===== src/rtl/audio_adc_recorder.sv =====
// Record-path stage: captures the left-channel word of a WM8731 I2S ADC stream
// (codec is bus master) and writes one word per frame to consecutive SRAM addresses.
module audio_adc_recorder #(
    parameter int DATA_W    = 16,
    parameter int ADDR_W    = 18,
    parameter int WE_CYCLES = 2
) (
    input  logic              CLK50,
    input  logic              RST_N,
    input  logic              START,
    input  logic              PAUSE,
    input  logic              STOP,
    input  logic              BCLK,
    input  logic              ADCLRCK,
    input  logic              ADCDAT,
    output logic [ADDR_W-1:0] ADDR,
    output logic [DATA_W-1:0] WDATA,
    output logic              WE_N,
    output logic              BUSY,
    output logic              FULL,
    output logic [ADDR_W:0]   LEN,
    output logic [2:0]        dbg_state
);

    typedef enum logic [2:0] {
        S_IDLE    = 3'd0,
        S_WAIT_LR = 3'd1,
        S_SKIP    = 3'd2,
        S_SHIFT   = 3'd3,
        S_WRITE   = 3'd4,
        S_FULL    = 3'd5
    } state_t;

    localparam int CNT_W = $clog2(DATA_W + 1);
    localparam int WE_W  = $clog2(WE_CYCLES + 1);
    localparam logic [ADDR_W-1:0] ADDR_LAST = '1;
    localparam logic [CNT_W-1:0]  LAST_BIT  = CNT_W'(DATA_W - 1);
    localparam logic [WE_W-1:0]   LAST_WE   = WE_W'(WE_CYCLES - 1);

    state_t             state_q;
    state_t             state_d;
    logic [2:0]         bclk_q;
    logic [2:0]         lrck_q;
    logic [1:0]         dat_q;
    logic [DATA_W-1:0]  shift_q;
    logic [CNT_W-1:0]   bit_cnt;
    logic [WE_W-1:0]    we_cnt;
    logic               bclk_rise;
    logic               lrck_fall;
    logic [DATA_W-1:0]  shift_next;

    // Two flops resynchronise the pads, the third stage is only for edge detection.
    always_ff @(posedge CLK50 or negedge RST_N) begin
        if (!RST_N) begin
            bclk_q <= '0;
            lrck_q <= '0;
            dat_q  <= '0;
        end else begin
            bclk_q <= {bclk_q[1:0], BCLK};
            lrck_q <= {lrck_q[1:0], ADCLRCK};
            dat_q  <= {dat_q[0], ADCDAT};
        end
    end

    assign bclk_rise  = bclk_q[1] & ~bclk_q[2];
    assign lrck_fall  = ~lrck_q[1] & lrck_q[2];
    assign shift_next = {shift_q[DATA_W-2:0], dat_q[1]};

    always_ff @(posedge CLK50 or negedge RST_N) begin
        if (!RST_N) begin
            state_q <= S_IDLE;
        end else begin
            state_q <= state_d;
        end
    end

    always_comb begin
        state_d = state_q;
        case (state_q)
            S_IDLE:    if (START) state_d = S_WAIT_LR;
            S_WAIT_LR: if (lrck_fall && !PAUSE) state_d = S_SKIP;
            S_SKIP:    if (bclk_rise) state_d = S_SHIFT;
            S_SHIFT:   if (bclk_rise && bit_cnt == LAST_BIT) state_d = S_WRITE;
            S_WRITE:   if (we_cnt == LAST_WE) state_d = (ADDR == ADDR_LAST) ? S_FULL : S_WAIT_LR;
            S_FULL:    state_d = S_FULL;
            default:   state_d = S_IDLE;
        endcase
        if (STOP) state_d = S_IDLE;
    end

    // WE_N decodes straight from the state register so an async reset releases it at once.
    always_comb begin
        WE_N      = (state_q != S_WRITE);
        BUSY      = (state_q != S_IDLE) && (state_q != S_FULL);
        FULL      = (state_q == S_FULL);
        dbg_state = state_q;
    end

    always_ff @(posedge CLK50 or negedge RST_N) begin
        if (!RST_N) begin
            ADDR    <= '0;
            WDATA   <= '0;
            LEN     <= '0;
            shift_q <= '0;
            bit_cnt <= '0;
            we_cnt  <= '0;
        end else if (STOP) begin
            ADDR <= '0;
        end else begin
            case (state_q)
                S_IDLE: begin
                    if (START) begin
                        ADDR <= '0;
                        LEN  <= '0;
                    end
                end
                S_SKIP: begin
                    if (bclk_rise) bit_cnt <= '0;
                end
                S_SHIFT: begin
                    if (bclk_rise) begin
                        shift_q <= shift_next;
                        bit_cnt <= bit_cnt + 1'b1;
                        // Latch the word with its final bit so WDATA is valid from the first WE_N cycle.
                        if (bit_cnt == LAST_BIT) begin
                            WDATA  <= shift_next;
                            we_cnt <= '0;
                        end
                    end
                end
                S_WRITE: begin
                    we_cnt <= we_cnt + 1'b1;
                    if (we_cnt == LAST_WE) begin
                        LEN <= LEN + 1'b1;
                        if (ADDR != ADDR_LAST) ADDR <= ADDR + 1'b1;
                    end
                end
                default: ;
            endcase
        end
    end

endmodule


===== config.mk =====
export PLATFORM = sky130hd
export DESIGN_NAME = audio_adc_recorder
export DESIGN_NICKNAME = d
export VERILOG_FILES = /design/src/rtl/audio_adc_recorder.sv
export SDC_FILE = /design/constraint.sdc
export NUM_CORES = 1
export LEC_CHECK = 0
export CORE_UTILIZATION = 40
export CTS_CLUSTER_SIZE = 24
export DETAILED_ROUTE_END_ITERATION = 10
export GPL_TIMING_DRIVEN = 0
export HOLD_SLACK_MARGIN = 0.1
export PLACE_DENSITY = 0.77
export SYNTH_ARGS = -nofsm -noshare
export SYNTH_HDL_FRONTEND = slang
export SYNTH_SLANG_ARGS = --single-unit

===== constraint.sdc =====
create_clock -name CLK50 -period 1.9 [get_ports CLK50]
set_clock_uncertainty 0.05 [all_clocks]
set_input_delay 0.285 -clock CLK50 [delete_from_list [all_inputs] [get_ports CLK50]]
set_output_delay 0.285 -clock CLK50 [all_outputs]
set_load 0.005 [all_outputs]

==> key figures, run 1 <==
Run status
  – Status: finished, violations left
  – Failing checks: negative setup slack

Critical path
  – Logic depth of the worst path, buffers included: 3
  – Maximum single-stage delay on the critical path: 0.49 ns
  – Data arrival time at the worst-slack endpoint: 1.65 ns
  – Nature of the critical path endpoint: output port
  – R2R depth: 7
  – Endpoint of the lowest-slack register-to-register path: ADDR[17]
  – Worst setup path startpoint: dbg_state[0]
  – Source of the worst register-to-register timing path: dbg_state[0]
  – Critical Path Fanout Max: 4
  – Setup slack of the worst register-to-register path: -0.06 ns
  – Critical path's slowest cell: or3b_2
  – Capture point of the critical path: WE_N
  – CP Buf/Inv Count: 2
  – List of cells traversed by the critical path: or3b_2, buf_6, dlygate4sd2_1
  – Sort of element at the start of the critical path: flip-flop
  – Family with the most delay on the worst path: simple AND/OR/NAND/NOR gates
  – Required time worst endpoint: 1.56 ns
  – Path type of the worst setup path: flip-flop to output port

Placement
  – Total placed instance area: 4810 µm²
  – Worst setup timing slack at the placement stage: -0.5656 ns
  – Input/output buffers: 66
  – Total half-perimeter wirelength after legalization and detailed placement: 6.111 mm
  – Weighted congestion reported at the end of routability-driven placement: 0.8397
  – Cell total after placement: 564

Global routing
  – Number of global-route vias before repair: 3,200
  – GRT Residual Overflow: 0
  – First-pass GRT wire length: 15.70 mm
  – Pin count of the biggest net entering global routing: 56
  – All-layer global routing usage: 19.51%
  – Initial antenna violation count: 0

Final layout
  – Most common cell after layout, fill and taps aside: dfrtp_1
  – Net total in the final layout: 482
  – Number of filler instances in the final layout: 754
  – Post-Route Utilization: 59.02%
  – Fraction of layout cells with a size suffix above 1: 33.33%
  – Non-Filler Instances: 603
  – Number of antenna repair diodes: 0
  – Commonest cells after routing, fill and taps aside: 79 x dfrtp_1, 62 x clkdlybuf4s50_1, 33 x mux2_2
  – Area added between synthesis and finish: 40.23%
  – Post-route cell area: 5557 µm²

Min path
  – Hold crit path type: flip-flop to flip-flop

Clocking
  – CTS Buf Count: 9
  – CTS HTree Levels: 3
  – Clock transition at the registers of the reported paths: 0.09 ns
  – Clk buf depth: 2
  – TritonCTS Sinks: 86
  – Buffer type at the clock tree root: clkbuf_8
  – Clock latency at the later pin of the worst-skew pair: 0.35 ns
  – Clock tree from TritonCTS: done

Power
  – Static Leakage: 2.385 nW
  – Switching part of the total power: 24.96%
  – Combinational cell fraction of total power: 7.3%
  – Net switching power of the design: 856.9 µW
  – Internal cell power: 2.577 mW
  – Worst-case vdd ir drop: 374.6 µV
  – Power Density: 617.9 nW/µm²
  – Clock power frac: 38.5%
  – Reg power frac: 54.2%

Timing
  – RSZ-0062 raised after global routing: true
  – Hold Violations, Final: 0
  – Slew at the pin closest to its max-slew limit: 0.4481 ns
  – Clock period minus worst slack: 1.982 ns
  – Final critical-path setup slack: -0.08180 ns
  – Number of endpoints failing setup at the final stage: 16
  – Total count of max-transition violations in the final report: 0
  – Slew headroom: 70.13%
  – Fin crit share: 104.3%
  – Peak clock frequency supported by timing: 504.6 MHz

Floorplan
  – Core region area: 9415 µm²
  – IO Pins: 67
  – Die area: 10,310 µm²
  – Horiz. Die Dim: 101.5 µm
  – Number of rows in the core area: 35
  – Initial cell density of the core: 42.09%
  – Y dimension of the die: 101.5 µm

Synth
  – Syn Std Cell Area: 3963 µm²
  – Share of the yosys chip area belonging to registers: 54.31%
  – Flip-flop cell with the highest count after synthesis: dfrtp_1
  – Cell count after synthesis: 368
  – Number of enable-type register cells in the synthesized netlist: 0
  – Mapped Nets: 381
  – Mean cell area of the mapped netlist: 10.77 µm²
  – Synth area leader: dfrtp_1
  – Flip-flop and latch count after synthesis: 86
  – Library cells used by synthesis: 50
  – Fraction of registers with async set or reset after synthesis: 100.0%
  – Top cell type's share of synthesized area: 54.31%
  – Yosys warnings: 0
  – Top area cells in the synthesized netlist: dfrtp_1 54%, mux2_2 9.4%, o21ai_0 4.5%, nand2_1 3.3%, nand3_1 2.4%

Route
  – Length of the first detailed-routing pass in iterations: 5
  – DRC Markers: 0
  – Per-cell routed wire length: 15.96 µm
  – Routed via count: 3,334
  – Starting DRC count in detailed routing: 189
  – Number of routed nets with antenna violations: 0
  – Sum of routed wire length over all layers: 9.621 mm
  – Per-cell via count in the routed design: 5.529

Flow run
  – Maxcap violations: 0
## cell type report
type	instances	area [µm²]	area share (%)
Inverter	7	26.28	0.4729
Clock buffer	9	123.9	2.229
Buffer	11	101.3	1.824
Tap cell	129	161.4	2.905
Multi-Input combinational cell	263	2026	36.46
Clock inverter	7	77.57	1.396
Sequential cell	86	2161	38.89
Timing Repair Buffer	91	879.6	15.83
## cell usage after synthesis, types with 2 or more instances
| cell | instances |
|---|---|
| o31ai_1 | 11 |
| ha_1 | 5 |
| or3_1 | 7 |
| xnor2_1 | 9 |
| o21ai_0 | 36 |
| and2_1 | 2 |
| a21oi_1 | 14 |
| nor3_1 | 11 |
| and3b_1 | 2 |
| clkbuf_1 | 4 |
| nand3_2 | 2 |
| nand2_1 | 35 |
| a31oi_1 | 5 |
| o41ai_1 | 3 |
| nand4_1 | 6 |
| nand3_1 | 19 |
| and3_1 | 7 |
| and4_1 | 3 |
| a21o_1 | 2 |
| inv_1 | 7 |
| nor2b_1 | 3 |
| a31o_2 | 2 |
| nor2_1 | 23 |
| mux2_2 | 33 |
| buf_2 | 7 |
| dfrtp_1 | 86 |
## metrics by stage
| step | power [mW] | TNS [ns] | hold WS, ns |
|---|---|---|---|
| after floorplan | 1.967 | 0 | -0.06059 |
| after global placement | 2.051 | -243.46 | 0.2831 |
| after detailed placement | 2.062 | -26.36 | 0.2077 |
| after CTS | 3.412 | -0.2068 | 0.3000 |
| after global routing | 3.579 | -1.914 | 0.2967 |
| final | 3.434 | -0.4482 | 0.3017 |
## sequential cells by signal, indices dropped and copies added, names as in the netlist
name       flops
dbg_state      3
bclk_q         3
dat_q          2
we_cnt         2
WDATA         16
ADDR          18
lrck_q         3
shift_q       15
LEN           19
bit_cnt        5
## layer usage
layer	vias up	share of wire (%)	GRT usage (%)
li1	1548	-	-
met1	1644	43	25.64
met2	117	49	31.03
met3	25	6.2	5.383
met4	0	2.2	6.912
met5	-	0	0
## power by group through the flow
stage,Sequential [mW],Combinational [mW],Clock (mW)
6_report,1.86,0.250,1.32
5_1_grt,1.87,0.275,1.44
4_1_cts,1.86,0.211,1.34
3_5_place_dp,1.90,0.165,0
3_3_place_gp,1.90,0.154,0
2_1_floorplan,1.89,0.0726,0
## worst min path at each step
stage | from | endpoint | slack (ns) | depth (start not counted)
6_report | dat_q[0] | dat_q[1] | 0.30 | 0
5_1_grt | ADCLRCK | lrck_q[0] | 0.30 | 1
4_1_cts | dat_q[0] | dat_q[1] | 0.30 | 0
3_5_place_dp | RST_N | ADDR[15] | 0.21 | 1
3_3_place_gp | dat_q[0] | dat_q[1] | 0.28 | 0
2_1_floorplan | RST_N | ADDR[0] | -0.06 | 0
## cells by family (layout without fill, tap and decap cells)
family,after synthesis,after routing,synth area share [%]
muxes,34,34,9.757
DFF,86,86,54.31
AOI/OAI and AO/OA,83,84,12.66
buffers and inverters,20,125,2.400
adders and majority gates,5,5,1.579
xor gates and xnor gates,9,9,1.989
and+or+nand+nor,131,131,17.30
## repair_timing
| item | in CTS | in global routing |
|---|---|---|
| hold buffers | 1 | 0 |
| cloned | 2 | 1 |
| pin swaps | 13 | 27 |
| endpoints found under the setup margin | 59 | 61 |
| setup buffers | 16 | 5 |
| gates resized for setup | 71 | 54 |
| hold endpoints to repair | 31 | 0 |
Note: power is estimated with default switching activity, not from simulation.
==> run 2: changes to the inputs <==
--- a/config.mk
+++ b/config.mk
@@ -6,4 +6,5 @@
 export NUM_CORES = 1
 export LEC_CHECK = 0
+export CORE_MARGIN = 1.5
 export CORE_UTILIZATION = 40
 export CTS_CLUSTER_SIZE = 24
==> constraint.sdc (replaced) <==
create_clock -name CLK50 -period 1.9 [get_ports CLK50]
set_clock_uncertainty 0.05 [all_clocks]
set_input_delay 0.38 -clock CLK50 [delete_from_list [all_inputs] [get_ports CLK50]]
set_output_delay 0.38 -clock CLK50 [all_outputs]
set_load 0.005 [all_outputs]
==> key figures, run 2 (synthesized netlist as in run 1, its figures left out) <==
Final layout
  – Post-route cell area: 5608 µm² (+0.92%)
  – Most common cell after layout, fill and taps aside: dfrtp_1
  – Fraction of layout cells with a size suffix above 1: 33.47% (+0.14 points)
  – Commonest cells after routing, fill and taps aside: 80 x dfrtp_1, 61 x clkdlybuf4s50_1, 33 x mux2_2
  – Area added between synthesis and finish: 41.52%
  – Flip-flop count of the largest register, all copies and words added: 19 (unchanged)
  – Post-Route Utilization: 57.91% (-1.1 points)
  – Register with the most flip-flops: LEN
  – Number of filler instances in the final layout: 795 (+5.4%)
  – Number of antenna repair diodes: 0 (unchanged)
  – Net total in the final layout: 483 (+0.21%)
  – Largest registers: LEN (19), ADDR (18), WDATA (16)
  – Non-Filler Instances: 608 (+0.83%)

Timing
  – Fin crit share: 104.4% (about the same)
  – RSZ-0062 raised after global routing: true
  – Slew headroom: 69.89% (-0.24 points)
  – Final critical-path setup slack: -0.08337 ns (-0.001570 ns)
  – Number of endpoints failing setup at the final stage: 5 (-11)
  – Total count of max-transition violations in the final report: 0 (unchanged)
  – Peak clock frequency supported by timing: 504.2 MHz (about the same)
  – Slew at the pin closest to its max-slew limit: 0.4516 ns (+0.003543 ns)
  – Hold Violations, Final: 0 (unchanged)
  – Clock period minus worst slack: 1.983 ns (+0.001570 ns)

Global routing
  – Pin count of the biggest net entering global routing: 54 (-3.6%)
  – All-layer global routing usage: 18.44% (-1.1 points)
  – Number of global-route vias before repair: 3,198 (-0.063%)
  – Initial antenna violation count: 0 (unchanged)
  – First-pass GRT wire length: 15.21 mm (-3.1%)
  – GRT Residual Overflow: 0 (unchanged)

Critical path
  – Critical Path Fanout Max: 8 (+4)
  – Required time worst endpoint: 2.13 ns (+0.57 ns)
  – Sort of element at the start of the critical path: flip-flop
  – Worst setup path startpoint: ADDR[9]
  – Source of the worst register-to-register timing path: ADDR[9]
  – Path type of the worst setup path: flip-flop to flip-flop
  – Nature of the critical path endpoint: flip-flop
  – Data arrival time at the worst-slack endpoint: 2.21 ns (+0.56 ns)

Clocking
  – Clk buf depth: 2 (unchanged)
  – Clock transition at the registers of the reported paths: 0.10 ns (about the same)
  – Clock latency at the later pin of the worst-skew pair: 0.37 ns (+0.02 ns)
  – Clock tree from TritonCTS: done
  – Buffer type at the clock tree root: clkbuf_8
  – TritonCTS Sinks: 86 (unchanged)
  – CTS HTree Levels: 3 (unchanged)
  – CTS Buf Count: 9 (unchanged)

Run status
  – Failing checks: negative setup slack
  – Status: finished, violations left

Power
  – Overall power of the completed layout: 3.579 mW (+4.2%)
  – Worst-case vdd ir drop: 502.0 µV (+34%)
  – Power Density: 638.2 nW/µm² (+3.3%)
  – Static Leakage: 2.445 nW (+2.5%)

Route
  – Number of routed nets with antenna violations: 0 (unchanged)
  – Length of the first detailed-routing pass in iterations: 4 (-1)
  – Per-cell routed wire length: 16.50 µm (+3.4%)
  – DRC Markers: 0 (unchanged)
  – Starting DRC count in detailed routing: 136 (-28%)
  – Sum of routed wire length over all layers: 10.04 mm (+4.3%)
  – Routed via count: 3,346 (+0.36%)
  – Per-cell via count in the routed design: 5.503 (-0.47%)

Placement
  – Total half-perimeter wirelength after legalization and detailed placement: 6.168 mm (+0.94%)
  – Weighted congestion reported at the end of routability-driven placement: 0.8519 (+1.5%)
  – Cell total after placement: 568 (+0.71%)
  – Total placed instance area: 4815 µm² (+0.10%)
  – Input/output buffers: 66 (unchanged)

Min path
  – Hold crit path type: flip-flop to flip-flop
  – HP Start: dat_q[0]

Flow run
  – Maxcap violations: 0 (unchanged)

Floorplan
  – IO Pins: 67 (unchanged)
  – Number of rows in the core area: 36 (+2.9%)
  – Y dimension of the die: 102.5 µm (+0.98%)
  – Die area: 10,510 µm² (+2.0%)
  – Horiz. Die Dim: 102.5 µm (+0.98%)
  – Initial cell density of the core: 40.92% (-1.2 points)
  – Core region area: 9684 µm² (+2.9%)
==> run 2: cell count changes in the layout (fill, tap and decap cells not counted), moves of 3 or more <==
cell	change
buf_4	-5
buf_6	+4
nor3_1	-4
nor3_2	+5
or3_1	+3
or3_4	-3
==> run 2: path summary, 6_finish.rpt <==
kind / end / depth (start not counted) / slack [ns]
max: ADDR[1] / 5 / -0.08
min: dat_q[1] / 0 / 0.31
max reg2reg: ADDR[1] / 5 / -0.08
min reg2reg: dat_q[1] / 0 / 0.31
max in group asynchronous: dbg_state[2] / 3 / 0.70
min in group asynchronous: WDATA[9] / 2 / 0.45
==> run 2: where the power goes <==
group | internal, mW | total (mW) | switching, mW
combinational | 0.101 | 0.242 | 0.141
clock | 0.759 | 1.48 | 0.717
sequential | 1.85 | 1.86 | 0.0126
total | 2.71 | 3.58 | 0.871
==> run 2: repair_timing <==
item / 4_1_cts / 5_1_grt
cloned: 0 / 4
endpoints found under the hold margin: 33 / 0
buffers inserted: 10 / 11
endpoints found under the setup margin: 56 / 57
pin swaps: 4 / 25
hold buffers: 1 / 0
resized for setup: 46 / 92
==> run 2: metrics by stage <==
stage                     hold slack [ns]  setup TNS (ns)  setup slack [ns]
final                              0.3053         -0.1251          -0.08337
after global placement             0.2828         -250.93            -2.597
after CTS                          0.3122         -0.9909          -0.04591
after global routing               0.3185          -1.157           -0.1431
after detailed placement           0.2917          -30.07           -0.6106
after floorplan                   0.03441               0           0.03379
==> run 2: layout make-up <==
type / instances / area, µm² / share of cell area [%]
clock buffer: 9 / 123.9 / 2.209
tap: 133 / 166.4 / 2.967
buffer: 12 / 115.1 / 2.053
multi-input combinational: 263 / 2022 / 36.06
sequential: 86 / 2160 / 38.51
clock inverter: 7 / 102.6 / 1.830
timing repair buffer: 91 / 892.1 / 15.91
inverter: 7 / 26.28 / 0.4685
==> run 2: per-layer routing <==
metal	global-route usage (%)	share of wire, %	up-vias	routed length (µm)
li1	-	-	1556	-
met1	22.97	42	1647	4190
met2	31.07	50	117	4989
met3	5.153	6.1	26	611
met4	6.217	2.4	0	243
met5	0	0	-	0
==> run 2: worst max-delay path, cell delays in order, from the launching register on <==
cell and delay (ns):
dfrtp_1 0.53, nand4_1 0.29, nor4_4 0.38, nand3_2 0.20
mux2_2 0.31, a21oi_1 0.13
